$ cat src/rtl/mem_access_unit_pkg.sv
// Shared encodings for the data-memory access stage: access widths,
// writeback exception codes, FSM states and the alignment check.
package mem_access_unit_pkg;

   // Access width encodings carried on exm_mem_width_i.
   localparam logic [1:0] MEM_B = 2'b00;
   localparam logic [1:0] MEM_H = 2'b01;
   localparam logic [1:0] MEM_W = 2'b10;

   // Exception codes reported on wb_exc_o.
   localparam logic [1:0] EXC_NONE     = 2'b00;
   localparam logic [1:0] EXC_MISALIGN = 2'b01;
   localparam logic [1:0] EXC_BUSERR   = 2'b10;

   // Bus access FSM states.
   typedef enum logic [1:0] {
      ST_IDLE = 2'd0,
      ST_REQ  = 2'd1,
      ST_WAIT = 2'd2
   } state_t;

   // True when the access can never reach the bus: a half on an odd
   // address, a word off a word boundary, or the reserved width code.
   function automatic logic is_misaligned(input logic [1:0] width,
                                          input logic [1:0] addr_lo);
      case (width)
         MEM_B:   return 1'b0;
         MEM_H:   return addr_lo[0];
         MEM_W:   return (addr_lo != 2'b00);
         default: return 1'b1;
      endcase
   endfunction

endpackage

$ cat src/rtl/mem_lane_align.sv
// Byte-lane steering between a right-aligned register value and a 32-bit
// little-endian bus word. Purely combinational so that an instruction-side
// unit can reuse it without inheriting any timing.
module mem_lane_align
   import mem_access_unit_pkg::*;
(
   input  logic [1:0]  i_addr_lo,
   input  logic [1:0]  i_width,
   input  logic        i_rw,
   input  logic        i_rdtype,
   input  logic [31:0] i_wr_data,
   input  logic [31:0] i_rdata,
   output logic [31:0] o_wdata,
   output logic [3:0]  o_wstrb,
   output logic [31:0] o_load_data
);

   logic [7:0]  w_lane [4];
   logic [7:0]  w_byte;
   logic [15:0] w_half;

   genvar gi;
   generate
      for (gi = 0; gi < 4; gi++) begin : g_lane
         assign w_lane[gi] = i_rdata[8*gi +: 8];
      end
   endgenerate

   assign w_byte = w_lane[i_addr_lo];
   assign w_half = i_addr_lo[1] ? {w_lane[3], w_lane[2]} : {w_lane[1], w_lane[0]};

   // Store path: replicate the data into every lane and let the strobes
   // pick the lanes that are written. Loads write nothing.
   always_comb begin
      o_wdata = '0;
      o_wstrb = '0;
      if (i_rw) begin
         case (i_width)
            MEM_B: begin
               o_wdata = {4{i_wr_data[7:0]}};
               o_wstrb = 4'b0001 << i_addr_lo;
            end
            MEM_H: begin
               o_wdata = {2{i_wr_data[15:0]}};
               o_wstrb = 4'b0011 << {i_addr_lo[1], 1'b0};
            end
            MEM_W: begin
               o_wdata = i_wr_data;
               o_wstrb = 4'b1111;
            end
            default: begin
               o_wdata = '0;
               o_wstrb = '0;
            end
         endcase
      end
   end

   // Load path: pick the addressed lane and sign- or zero-extend it.
   always_comb begin
      o_load_data = i_rdata;
      case (i_width)
         MEM_B:   o_load_data = i_rdtype ? {24'd0, w_byte} : {{24{w_byte[7]}}, w_byte};
         MEM_H:   o_load_data = i_rdtype ? {16'd0, w_half} : {{16{w_half[15]}}, w_half};
         default: o_load_data = i_rdata;
      endcase
   end

endmodule

$ cat src/rtl/mem_access_unit.sv
// Data-memory access stage: runs one load/store at a time over a
// req/gnt/rvalid bus, stalls upstream while busy and emits a one-cycle
// registered writeback record per accepted instruction.
module mem_access_unit
   import mem_access_unit_pkg::*;
#(
   parameter logic [7:0] TIMEOUT = 8'd255
)
(
   input  logic        clk,
   input  logic        rst,
   input  logic        exm_valid_i,
   input  logic [31:0] exm_op_c_i,
   input  logic [4:0]  exm_reg_waddr_i,
   input  logic        exm_reg_we_i,
   input  logic        exm_mtype_i,
   input  logic        exm_mem_rw_i,
   input  logic [1:0]  exm_mem_width_i,
   input  logic [31:0] exm_mem_wr_data_i,
   input  logic        exm_mem_rdtype_i,
   output logic        mem_stall_o,
   output logic        dbus_req_o,
   output logic        dbus_we_o,
   output logic [31:0] dbus_addr_o,
   output logic [31:0] dbus_wdata_o,
   output logic [3:0]  dbus_wstrb_o,
   input  logic        dbus_gnt_i,
   input  logic        dbus_rvalid_i,
   input  logic [31:0] dbus_rdata_i,
   output logic        wb_valid_o,
   output logic [31:0] wb_data_o,
   output logic [4:0]  wb_reg_waddr_o,
   output logic        wb_reg_we_o,
   output logic [1:0]  wb_exc_o
);

   state_t      r_state;
   state_t      w_state_next;
   logic [31:0] r_addr;
   logic [31:0] r_wr_data;
   logic [1:0]  r_width;
   logic        r_rdtype;
   logic        r_rw;
   logic        r_we;
   logic [4:0]  r_waddr;
   logic [7:0]  r_cnt;
   logic [7:0]  w_cnt_inc;

   logic        w_idle;
   logic        w_mem_rec;
   logic        w_illegal;
   logic        w_accept;
   logic        w_done;
   logic        w_timeout;
   logic [31:0] w_wdata;
   logic [3:0]  w_wstrb;
   logic [31:0] w_load_data;

   assign w_idle    = (r_state == ST_IDLE);
   assign w_mem_rec = exm_valid_i & exm_mtype_i;
   assign w_illegal = is_misaligned(exm_mem_width_i, exm_op_c_i[1:0]);
   assign w_accept  = w_idle & w_mem_rec & ~w_illegal;
   assign w_cnt_inc = r_cnt + 8'd1;

   // Lane steering works from the latched request so the bus stays stable
   // while the upstream record is being held.
   mem_lane_align u_lane (
      .i_addr_lo   (r_addr[1:0]),
      .i_width     (r_width),
      .i_rw        (r_rw),
      .i_rdtype    (r_rdtype),
      .i_wr_data   (r_wr_data),
      .i_rdata     (dbus_rdata_i),
      .o_wdata     (w_wdata),
      .o_wstrb     (w_wstrb),
      .o_load_data (w_load_data)
   );

   // State register.
   always_ff @(posedge clk or posedge rst) begin
      if (rst) r_state <= ST_IDLE;
      else     r_state <= w_state_next;
   end

   // Next state, completion/timeout detection, stall and bus outputs.
   always_comb begin
      w_state_next = r_state;
      w_done       = 1'b0;
      w_timeout    = 1'b0;
      case (r_state)
         ST_IDLE: begin
            if (w_accept) w_state_next = ST_REQ;
         end
         ST_REQ: begin
            // A response arriving with the grant finishes the access at once;
            // a response without a grant belongs to nobody and is dropped.
            if (dbus_gnt_i && dbus_rvalid_i) begin
               w_state_next = ST_IDLE;
               w_done       = 1'b1;
            end else if (dbus_gnt_i) begin
               w_state_next = ST_WAIT;
            end else if (w_cnt_inc == TIMEOUT) begin
               w_state_next = ST_IDLE;
               w_timeout    = 1'b1;
            end
         end
         ST_WAIT: begin
            if (dbus_rvalid_i) begin
               w_state_next = ST_IDLE;
               w_done       = 1'b1;
            end else if (w_cnt_inc == TIMEOUT) begin
               w_state_next = ST_IDLE;
               w_timeout    = 1'b1;
            end
         end
         default: w_state_next = ST_IDLE;
      endcase

      // A timeout retires the record just like a response does, so upstream
      // must be released in that cycle or the same record would be replayed.
      mem_stall_o  = ~rst & ((~w_idle & ~w_done & ~w_timeout) | w_accept);

      dbus_req_o   = (r_state == ST_REQ);
      dbus_we_o    = dbus_req_o & r_rw;
      dbus_addr_o  = dbus_req_o ? {r_addr[31:2], 2'b00} : 32'd0;
      dbus_wdata_o = dbus_req_o ? w_wdata : 32'd0;
      dbus_wstrb_o = dbus_req_o ? w_wstrb : 4'd0;
   end

   // Wait counter: restarts when an access is accepted and again on grant.
   always_ff @(posedge clk or posedge rst) begin
      if (rst)                                r_cnt <= 8'd0;
      else if (w_idle)                        r_cnt <= 8'd0;
      else if (r_state == ST_REQ && dbus_gnt_i) r_cnt <= 8'd0;
      else                                    r_cnt <= w_cnt_inc;
   end

   // Capture the memory request when it is accepted.
   always_ff @(posedge clk or posedge rst) begin
      if (rst) begin
         r_addr    <= 32'd0;
         r_wr_data <= 32'd0;
         r_width   <= MEM_B;
         r_rdtype  <= 1'b0;
         r_rw      <= 1'b0;
         r_we      <= 1'b0;
         r_waddr   <= 5'd0;
      end else if (w_accept) begin
         r_addr    <= exm_op_c_i;
         r_wr_data <= exm_mem_wr_data_i;
         r_width   <= exm_mem_width_i;
         r_rdtype  <= exm_mem_rdtype_i;
         r_rw      <= exm_mem_rw_i;
         r_we      <= exm_reg_we_i;
         r_waddr   <= exm_reg_waddr_i;
      end
   end

   // Writeback record: one-cycle pulse for ALU pass-through, rejected
   // accesses, completed accesses and bus timeouts.
   always_ff @(posedge clk or posedge rst) begin
      if (rst) begin
         wb_valid_o     <= 1'b0;
         wb_data_o      <= 32'd0;
         wb_reg_waddr_o <= 5'd0;
         wb_reg_we_o    <= 1'b0;
         wb_exc_o       <= EXC_NONE;
      end else begin
         wb_valid_o     <= 1'b0;
         wb_data_o      <= 32'd0;
         wb_reg_waddr_o <= 5'd0;
         wb_reg_we_o    <= 1'b0;
         wb_exc_o       <= EXC_NONE;
         if (w_idle && exm_valid_i && !exm_mtype_i) begin
            wb_valid_o     <= 1'b1;
            wb_data_o      <= exm_op_c_i;
            wb_reg_waddr_o <= exm_reg_waddr_i;
            wb_reg_we_o    <= exm_reg_we_i;
         end else if (w_idle && w_mem_rec && w_illegal) begin
            wb_valid_o     <= 1'b1;
            wb_reg_waddr_o <= exm_reg_waddr_i;
            wb_exc_o       <= EXC_MISALIGN;
         end else if (w_done) begin
            wb_valid_o     <= 1'b1;
            wb_data_o      <= r_rw ? 32'd0 : w_load_data;
            wb_reg_waddr_o <= r_waddr;
            wb_reg_we_o    <= r_we & ~r_rw;
         end else if (w_timeout) begin
            wb_valid_o     <= 1'b1;
            wb_reg_waddr_o <= r_waddr;
            wb_exc_o       <= EXC_BUSERR;
         end
      end
   end

endmodule

$ cat config.mk
export PLATFORM = sky130hd
export DESIGN_NAME = mem_access_unit
export DESIGN_NICKNAME = d
export VERILOG_FILES = /design/src/rtl/mem_access_unit_pkg.sv /design/src/rtl/mem_lane_align.sv /design/src/rtl/mem_access_unit.sv
export SDC_FILE = /design/constraint.sdc
export NUM_CORES = 1
export LEC_CHECK = 0
export BUFFER_PORTS_ARGS = -buffer_cell sky130_fd_sc_hd__buf_4
export CAP_MARGIN = 20
export CORE_UTILIZATION = 45
export CTS_CLUSTER_SIZE = 10
export DETAILED_ROUTE_END_ITERATION = 16
export PLACE_DENSITY = 0.75
export SETUP_SLACK_MARGIN = 0.05
export SLEW_MARGIN = 10
export SYNTH_ARGS = -nofsm -noshare
export SYNTH_HDL_FRONTEND = slang
export SYNTH_SLANG_ARGS = --single-unit
$ cat constraint.sdc
create_clock -name clk -period 4.1 [get_ports clk]
set_input_delay 0.205 -clock clk [delete_from_list [all_inputs] [get_ports clk]]
set_output_delay 0.205 -clock clk [all_outputs]
set_load 0.01 [all_outputs]
==> metrics.md, run 1 <==
| Metric | Value |
|---|---|
| Synth area leaders | dfrtp_1 48%, mux2_4 11%, a21oi_1 5.4%, mux2_2 4.5%, and2_1 3.7% |
| Register area share after synthesis | 47.8% |
| Mapped Area | 6550 sq um |
| R2R Setup Slk | 1.56 ns |
| Top_reg_cell synth | dfrtp_1 |
| Cts hold-fix bufs | 24 |
| Worst R2R End | r_wr_data[8] |
| Synth Warn # | 0 |
| Startpoint types | register |
| Asr flop ratio synth | 100% |
| Clock Root Buffer | clkbuf_16 |
| Row cnt | 43 |
| Initial detailed-routing violation count | 415 |
| Final WL | 18.9 mm |
| Final WS setup | 0.949 ns |
| Synth-to-Final Area Change | 39.5% |
| Worst-Margin Slew | 1.06 ns |
| Setup bufs post-CTS | 0 |
| Layout cells sized above 1 | 41.2% |
| Initial DRT Pass Iterations | 5 |
| Worst skew pair latency | 0.42 ns |
| Worst-path clk slew | 0.06 ns |
| Max cap viols | 0 |
| Max-slew violations | 0 |
| Grt total ovfl | 0 |
| Htree depth | 4 |
| Area share of the largest cell type after synthesis | 47.8% |
| GRT Util Overall | 25.4% |
| Die X | 123 um |
| Relative slew slack | 29.2% |
| #FFs+latches synth | 125 |
| Worst Path Max Fanout | 26 |
| CP Class | reg -> out |
| Yosys cell types | 55 |
| Num Clock Sinks | 125 |
| Hold path cells | 3 |
| Worst Hold End | wb_data_o[17] |
| Final period utilization | 76.9% |
| Port Buffers | 221 |
| Fin area | 9130 sq um |
| Syn Inst Count | 626 |
| PD cells | 664 nW/um^2 |
| Pre-CTS setup slack | 1.35 ns |
| Clock Path Buffers | 2 |
| Max Clk Rate | 0.317 GHz |
| Die height | 123 um |
| FF-to-FF path depth | 6 |
| Hpwl dp | 13.5 mm |
| TritonCTS clock tree | yes |
| Top-level port count | 224 |
| Worst flop-to-flop path startpoint | r_state[0] |
| First-pass GRT wire length | 28.2 mm |
| Post-synth top cells | 125 x dfrtp_1, 71 x a21oi_1, 63 x nor2_1 |
| Layout Skew | 0.00802 ns |
| Remaining DRCs | 0 |
| DIE AREA | 15000 sq um |
| Antenna Nets Post-Route | 0 |
| Most common cell in the netlist | dfrtp_1 |
| Hold Path Class | in -> reg |
| TNS Setup | 0 ns |
| Final nets | 975 |
| Maximum VDD drop | 0.413 mV |
| Largest net degree at the start of global routing | 60 |
| DP Area | 8280 sq um |
| Pleak | 4.53 nW |
| Post-layout min period | 3.15 ns |
| Routed WL per cell | 18.0 um |
| WP data arrival | 2.95 ns |
| Final-report setup violation count | 0 |
| Min-delay src | exm_op_c_i[17] |
| Initial antenna violation count | 1 |
| Total CTS buffers | 17 |
| Gpl congestion | 0.838 |
| Required arrival time at the worst endpoint | 3.89 ns |
| Post-cts resize count | 0 |
| Area leader, netlist | dfrtp_1 |
| Final Hold Vio Count | 0 |
| Number of synthesized flops with an enable pin | 0 |
| Avg Inst Size Synth | 10.5 sq um |
| RSZ-0062 raised after global routing | false |
| Vias in the first global route | 5502 |
| Starting Density | 46.6% |
| DR vias/cell | 5.34 |
| Hold WS | 0.0155 ns |
| Status | completed |
| CP Capture Type | output port |
| Via count | 5606 |
| Core area | 14000 sq um |
## state kept, by name (all words and copies together), names as in the netlist
name,count
r_addr,32
r_cnt,8
r_rdtype,1
r_rw,1
r_state,2
r_waddr,5
r_we,1
r_width,2
r_wr_data,32
wb_data_o,32
wb_exc_o,2
wb_reg_waddr_o,5
wb_reg_we_o,1
wb_valid_o,1
## area by class of cell
| type | instances | area, sq um |
|---|---|---|
| inverters | 10 | 40.0 |
| clock buffers | 20 | 447 |
| clock inverters | 11 | 168 |
| fillers | 1106 | 4910 |
| well taps | 180 | 225 |
| multi-input cells | 450 | 3160 |
| flip-flops and latches | 125 | 3130 |
| repair buffers | 253 | 1960 |
| diodes | 1 | 2.50 |
## metal layers
layer  share of wire [%]  vias up  track usage (%)  routed length, um
met1                  40     2700             29.9               7530
li1                    -     2629                -                  -
met3                 7.5       35             7.62               1420
met2                  50      242             43.1               9510
met5                   0        -                0                  0
met4                 2.3        0             10.7                426
## layout by cell type (no fill, tap or decap), types with 3 or more instances in the layout
cell and count:
nand2b_1 13, o21a_1 3, a31oi_1 7, nand3_1 6
a2bb2oi_1 7, clkbuf_16 17, o22ai_1 3, mux2_2 26
mux2i_1 5, and2_1 39, a21oi_1 71, clkinv_2 3
buf_4 229, ha_1 6, nand2_1 59, xor2_1 5
nor2b_1 13, inv_1 9, nor2_1 62, o21ai_2 12
a221oi_1 7, mux2_4 49, dlygate4sd3_1 24, bufinv_16 4
dfrtp_1 124, o21ai_0 22
## worst max-delay path: stages, from the launching register on
cell and delay (ns):
dfrtp_1 0.42, inv_1 0.12, ha_1 0.17, nand2_1 0.47, a21oi_1 0.97, and2_1 0.25, buf_4 0.12
## cells by family (layout without fill, tap and decap cells)
| family | Yosys count | in the layout | synth area share [%] |
|---|---|---|---|
| and+or+nand+nor | 207 | 207 | 15.3 |
| AOI/OAI and AO/OA | 148 | 148 | 13.9 |
| adders and majority gates | 6 | 6 | 1.15 |
| xor gates and xnor gates | 6 | 6 | 0.802 |
| DFF | 125 | 125 | 47.8 |
| other | 1 | 3 | 0.0573 |
| muxes | 81 | 81 | 16.8 |
| buffers and inverters | 52 | 294 | 4.16 |
## per-stage QoR
step / instances / total power [mW] / utilization (%)
finish: 1050 / 6.07 / 65.0
global route: 1049 / 6.42 / 65.0
CTS: 1049 / 6.09 / 65.0
detailed placement: 994 / 4.48 / 58.9
global placement: 994 / 4.39 / 58.9
floorplan: 627 / 3.66 / -
## report_power, final
group,switching (mW),internal (mW)
combinational,1.17,1.27
sequential,0.386,1.68
clock,0.535,1.03
## worst max path at each step
stage,startpoint,to,slack [ns],cells after the start
after floorplan,rst,r_addr[0],0.57,1
after global placement,r_state[1],dbus_wstrb_o[0],1.49,6
after detailed placement,r_state[1],dbus_wdata_o[0],1.35,6
after CTS,r_state[1],dbus_wdata_o[0],0.90,6
after global routing,r_state[1],dbus_wstrb_o[2],0.67,6
final,r_state[1],dbus_wdata_o[0],0.95,6
No activity file was read; power rests on OpenSTA's default activity.
==> inputs of run 2 (changes only) <==
- PLACE_DENSITY: 0.75 -> 0.78
- clock period: 4.1 -> 2.5 ns (I/O delays scaled with it)
==> run 2 against run 1 <==
  * Count of clock-buffer cells in the layout shrank 2
  * Utilization rose by 4.7 points
  * Die area is the same
  * Setup slack got worse by 0.74 ns
  * Final cell count rose by 5.6%
  * Clock skew hardly changed
  * Non-clock buffer count grew 59
  * Global-route usage rose by 1.5 points
  * Critical path depth rose by 1
==> metrics.md, run 2 (synthesized netlist as in run 1, its figures left out) <==
| Metric | Value |
|---|---|
| Fin area | 9790 sq um |
| Maximum VDD drop | 0.701 mV |
| DIE AREA | 15000 sq um |
| FF-to-FF path depth | 7 |
| Core area | 14000 sq um |
| Filler cell count | 1030 |
| Worst Hold End | wb_data_o[5] |
| Slowest CP cell | dfrtp_1 |
| Worst-Margin Slew | 1.08 ns |
| Largest net degree at the start of global routing | 126 |
| Initial detailed-routing violation count | 565 |
| Via count | 5892 |
| Diode count | 0 |
| TNS Setup | 0 ns |
| CP Class | reg -> out |
| Die X | 123 um |
| Clock Root Buffer | clkbuf_16 |
| Final period utilization | 91.6% |
| Fin util | 69.7% |
| Hold Path Class | in -> reg |
| Worst flop-to-flop path startpoint | r_state[0] |
| Htree depth | 4 |
| Grt total ovfl | 0 |
| CP Capture Type | output port |
| Relative slew slack | 27.4% |
| Routed WL per cell | 17.9 um |
| Min-delay src | dbus_rdata_i[5] |
| Initial antenna violation count | 0 |
| CP cell instances | ha_1 > nand3b_1 > o22ai_1 > a32oi_1 > o31ai_2 > a21oi_1 > buf_4 |
| Top Registers | r_addr x32, r_wr_data x32, wb_data_o x32 |
| Max-slew violations | 0 |
| Remaining DRCs | 0 |
| Final nets | 1034 |
| Layout Skew | 0.00779 ns |
| Pleak | 4.81 nW |
| Startpoint types | register |
| Port Buffers | 221 |
| Synth-to-Final Area Change | 49.5% |
| Total CTS buffers | 17 |
| GRT Util Overall | 26.9% |
| Top-level port count | 224 |
| Row cnt | 43 |
| Max cap viols | 0 |
| DR vias/cell | 5.31 |
| Most common library cell in the layout ignoring fill and taps | buf_4 |
| Final Hold Vio Count | 0 |
| DP Area | 8360 sq um |
| Vias in the first global route | 5917 |
| Worst Path Max Fanout | 7 |
| Gpl congestion | 0.872 |
| PD cells | 1050 nW/um^2 |
| Post-layout min period | 2.29 ns |
| R2R Setup Slk | 0.23 ns |
| Required arrival time at the worst endpoint | 2.38 ns |
| Worst skew pair latency | 0.42 ns |
| Most frequent cells in the layout | 231 x buf_4, 124 x dfrtp_1, 77 x dlygate4sd3_1 |
| Clock Path Buffers | 2 |
| First-pass GRT wire length | 30.4 mm |
| Total power | 10.3 mW |
| Final WL | 19.9 mm |
| WP data arrival | 2.17 ns |
| Num Clock Sinks | 125 |
| Worst-path clk slew | 0.06 ns |
| Die height | 123 um |
| Hpwl dp | 13.7 mm |
| Max Clk Rate | 0.437 GHz |
| Antenna Nets Post-Route | 0 |
| Layout cells sized above 1 | 39.7% |
| Max incr delay on CP | 0.43 ns |
| Initial DRT Pass Iterations | 7 |
| TritonCTS clock tree | yes |
| Worst R2R End | wb_data_o[0] |
| Status | completed |
| Hold path cells | 3 |
| Starting Density | 46.6% |
| RSZ-0062 raised after global routing | true |
| Final-report setup violation count | 0 |
| Hold WS | 0.00647 ns |
## run 2: final cells by class
cell class / count / area (sq um) / share of cell area, %
flip-flops and latches: 125 / 3130 / 32.0
clock inverters: 14 / 218 / 2.22
multi-input cells: 450 / 3170 / 32.4
repair buffers: 312 / 2580 / 26.3
clock buffers: 18 / 429 / 4.38
inverters: 10 / 41.3 / 0.422
well taps: 180 / 225 / 2.30
## run 2: worst max-delay path by stage
| stage | startpoint | end | slack, ns | cells after the start |
|---|---|---|---|---|
| 2_1_floorplan | r_state[1] | wb_data_o[20] | 0.77 | 8 |
| 3_3_place_gp | r_state[0] | r_addr[9] | 0.50 | 6 |
| 3_5_place_dp | r_state[0] | r_addr[2] | 0.43 | 6 |
| 4_1_cts | r_width[0] | wb_data_o[3] | 0.19 | 6 |
| 5_1_grt | r_state[0] | wb_data_o[0] | 0.04 | 8 |
| 6_report | r_cnt[0] | mem_stall_o | 0.21 | 7 |
## run 2: power by group
part / leakage, nW / switching, mW / internal (mW)
logic: 2.93 / 2.09 / 2.19
registers: 1.57 / 0.539 / 2.76
clock network: 0.306 / 0.926 / 1.77
## run 2: critical path: cells and delay by family (launching register included)
kind / cells / cell delay [ns]
buffers and inverters: 1 / 0.17
AO/OA/AOI/OAI: 4 / 0.72
flip-flops: 1 / 0.43
adder cells (fa/ha/maj): 1 / 0.32
AND/OR/NAND/NOR: 1 / 0.11
## run 2: layer usage
| layer | track usage [%] | up-vias | wire length [um] |
|---|---|---|---|
| met4 | 11.4 | 0 | 537 |
| met1 | 31.1 | 2869 | 7900 |
| met5 | 0 | - | 0 |
| li1 | - | 2740 | - |
| met2 | 47.0 | 241 | 10100 |
| met3 | 6.97 | 42 | 1410 |
## run 2: metrics by stage
step	instances	worst slack (ns)
after global routing	1109	0.0399
after detailed placement	1000	0.428
final	1109	0.209
after CTS	1109	0.189
after global placement	1000	0.500
after floorplan	627	0.769
## run 2: timing repair
item                                   CTS  global route
buffers inserted                         0             0
endpoints found under the hold margin  236             0
setup endpoints to repair                3             4
hold buffers                            77             0
gates resized for setup                  1             3
cloned                                   0             0
==> inputs of run 3 (changes only) <==
- CORE_MARGIN: not set -> 2
==> run 3 against run 2 <==
  * Via count is 0.10% higher
  * Sequential share of layout area hardly changed
  * Routed wire length is 0.36% higher
  * Hold slack better by 0.013 ns
  * First-iteration DRC count is 24% lower
  * Flip-flop and latch count stayed put
  * Combinational power is 1% higher
  * Critical path depth is 1 higher
  * Register-to-register slack hardly changed
  * Fmax is 0.79% lower
  * Largest cell class unchanged
  * Highest routed layer unchanged
==> metrics.md, run 3 (synthesized netlist as in run 1, its figures left out) <==
| Metric | Value |
|---|---|
| Grt total ovfl | 0 |
| CP Class | reg -> out |
| Pint | 6.59 mW |
| Antenna Nets Post-Route | 0 |
| Layout cells sized above 1 | 39.7% |
| Logic gate share of total power | 42.9% |
| CP Capture Type | output port |
| Die X | 125 um |
| Initial DRT Pass Iterations | 5 |
| Starting Density | 45.6% |
| Remaining DRCs | 0 |
| Worst Path Max Fanout | 33 |
| Sw Ratio | 35.0% |
| Required arrival time at the worst endpoint | 2.38 ns |
| Sw Pwr | 3.54 mW |
| Num Clock Sinks | 125 |
| Top-level port count | 224 |
| Gpl congestion | 0.878 |
| Top Registers | r_addr x32, r_wr_data x32, wb_data_o x32 |
| Max cap viols | 0 |
| Filler cell count | 1086 |
| Slowest CP cell | dfrtp_1 |
| DR vias/cell | 5.29 |
| Sequential power share | 32.5% |
| First-pass GRT wire length | 31.7 mm |
| Via count | 5898 |
| Post-layout min period | 2.31 ns |
| Worst-Margin Slew | 1.09 ns |
| Diode count | 0 |
| Die height | 125 um |
| Clock Power Share | 24.7% |
| Row cnt | 44 |
| Fin util | 68.1% |
| Total CTS buffers | 17 |
| Vias in the first global route | 6037 |
| Worst skew pair latency | 0.41 ns |
| Routed WL per cell | 17.9 um |
| Port Buffers | 221 |
| Worst-path clk slew | 0.05 ns |
| Clock Root Buffer | clkbuf_16 |
| Hpwl dp | 13.4 mm |
| CP cell instances | inv_1 > ha_1 > buf_12 > nand2b_1 > a21bo_2 > o31ai_1 > a21oi_1 > buf_4 |
| DIE AREA | 15500 sq um |
| Final WL | 20.0 mm |
| Max incr delay on CP | 0.42 ns |
| WP data arrival | 2.18 ns |
| Largest net degree at the start of global routing | 83 |
| RSZ-0062 raised after global routing | true |
| Max Clk Rate | 0.433 GHz |
| Clock Path Buffers | 2 |
| Max-slew violations | 0 |
| Final-report setup violation count | 0 |
| Initial detailed-routing violation count | 429 |
| Layout Skew | 0.00619 ns |
| Hold Path Class | in -> reg |
| PD cells | 1040 nW/um^2 |
| Synth-to-Final Area Change | 49.4% |
| TritonCTS clock tree | yes |
| Pleak | 4.80 nW |
| Final nets | 1036 |
| Status | completed |
| Maximum VDD drop | 0.502 mV |
| Final Hold Vio Count | 0 |
| Relative slew slack | 27.3% |
| Startpoint types | register |
| Most frequent cells in the layout | 232 x buf_4, 124 x dfrtp_1, 76 x dlygate4sd3_1 |
| Htree depth | 4 |
| Core area | 14400 sq um |
| Final period utilization | 92.4% |
| GRT Util Overall | 25.9% |
| TNS Setup | 0 ns |
| Most common library cell in the layout ignoring fill and taps | buf_4 |
| Initial antenna violation count | 0 |
==> run 3: final timing paths <==
| path | start | endpoint | slack, ns | cells past startpoint |
|---|---|---|---|---|
| worst max-delay path | r_state[1] | mem_stall_o | 0.19 | 8 |
| worst min-delay path | dbus_rdata_i[19] | wb_data_o[19] | 0.02 | 3 |
| worst max register to register | r_state[0] | wb_data_o[6] | 0.22 | 8 |
| worst min register to register | r_addr[26] | r_addr[26] | 0.50 | 1 |
| max in group asynchronous | rst | wb_data_o[5] | 1.69 | 4 |
| min in group asynchronous | rst | wb_valid_o | 0.38 | 4 |
==> run 3: timing repair <==
action                     in CTS  in global routing
setup endpoints to repair      17                  3
hold buffers                   76                  0
hold endpoints to repair      235                  0
gates cloned                    1                  0
buffers inserted                1                  0
resized for setup               2                  3
==> run 3: area by class of cell <==
type	instances	area, sq um	area share [%]
Clock buffer	21	460	4.71
Clock inverter	11	141	1.45
Inverter	10	41.3	0.422
Multi-Input combinational cell	451	3180	32.5
Sequential cell	125	3130	32.0
Tap cell	184	230	2.35
Timing Repair Buffer	313	2600	26.6
==> run 3: power groups by stage <==
stage	sequential, mW	clock [mW]	combinational (mW)
2_1_floorplan	3.15	0	2.85
3_3_place_gp	3.28	0	4.09
3_5_place_dp	3.29	0	4.16
4_1_cts	3.27	2.53	4.30
5_1_grt	3.38	2.63	4.69
6_report	3.29	2.50	4.34
==> run 3: worst max-delay path: cells and delay by family (launching register included) <==
| kind | cells | cell delay [ns] |
|---|---|---|
| buf+inv | 3 | 0.45 |
| compound gates | 3 | 0.56 |
| flops | 1 | 0.42 |
| fa+ha+maj | 1 | 0.25 |
| simple gates | 1 | 0.09 |
==> run 3: routing by layer <==
metal / GRT usage [%] / vias to the layer above / part of all wire (%)
met5: 0 / - / 0
met4: 9.65 / 0 / 2.0
met3: 5.58 / 29 / 6.6
met2: 46.1 / 265 / 52
met1: 30.8 / 2863 / 39
li1: - / 2741 / -
==> run 3: metrics by stage <==
| step | instances | worst slack (ns) | cell area (sq um) | hold WS, ns | power, mW |
|---|---|---|---|---|---|
| 3_3_place_gp | 1005 | 0.479 | 8380 | 0.241 | 7.36 |
| 5_1_grt | 1115 | 0.0172 | 9780 | 0.0226 | 10.7 |
| 4_1_cts | 1115 | 0.0946 | 9770 | 0.00283 | 10.1 |
| 2_1_floorplan | 627 | 0.769 | 6560 | 0.242 | 6.00 |
| 3_5_place_dp | 1005 | 0.423 | 8380 | 0.247 | 7.44 |
| 6_report | 1115 | 0.191 | 9780 | 0.0195 | 10.1 |
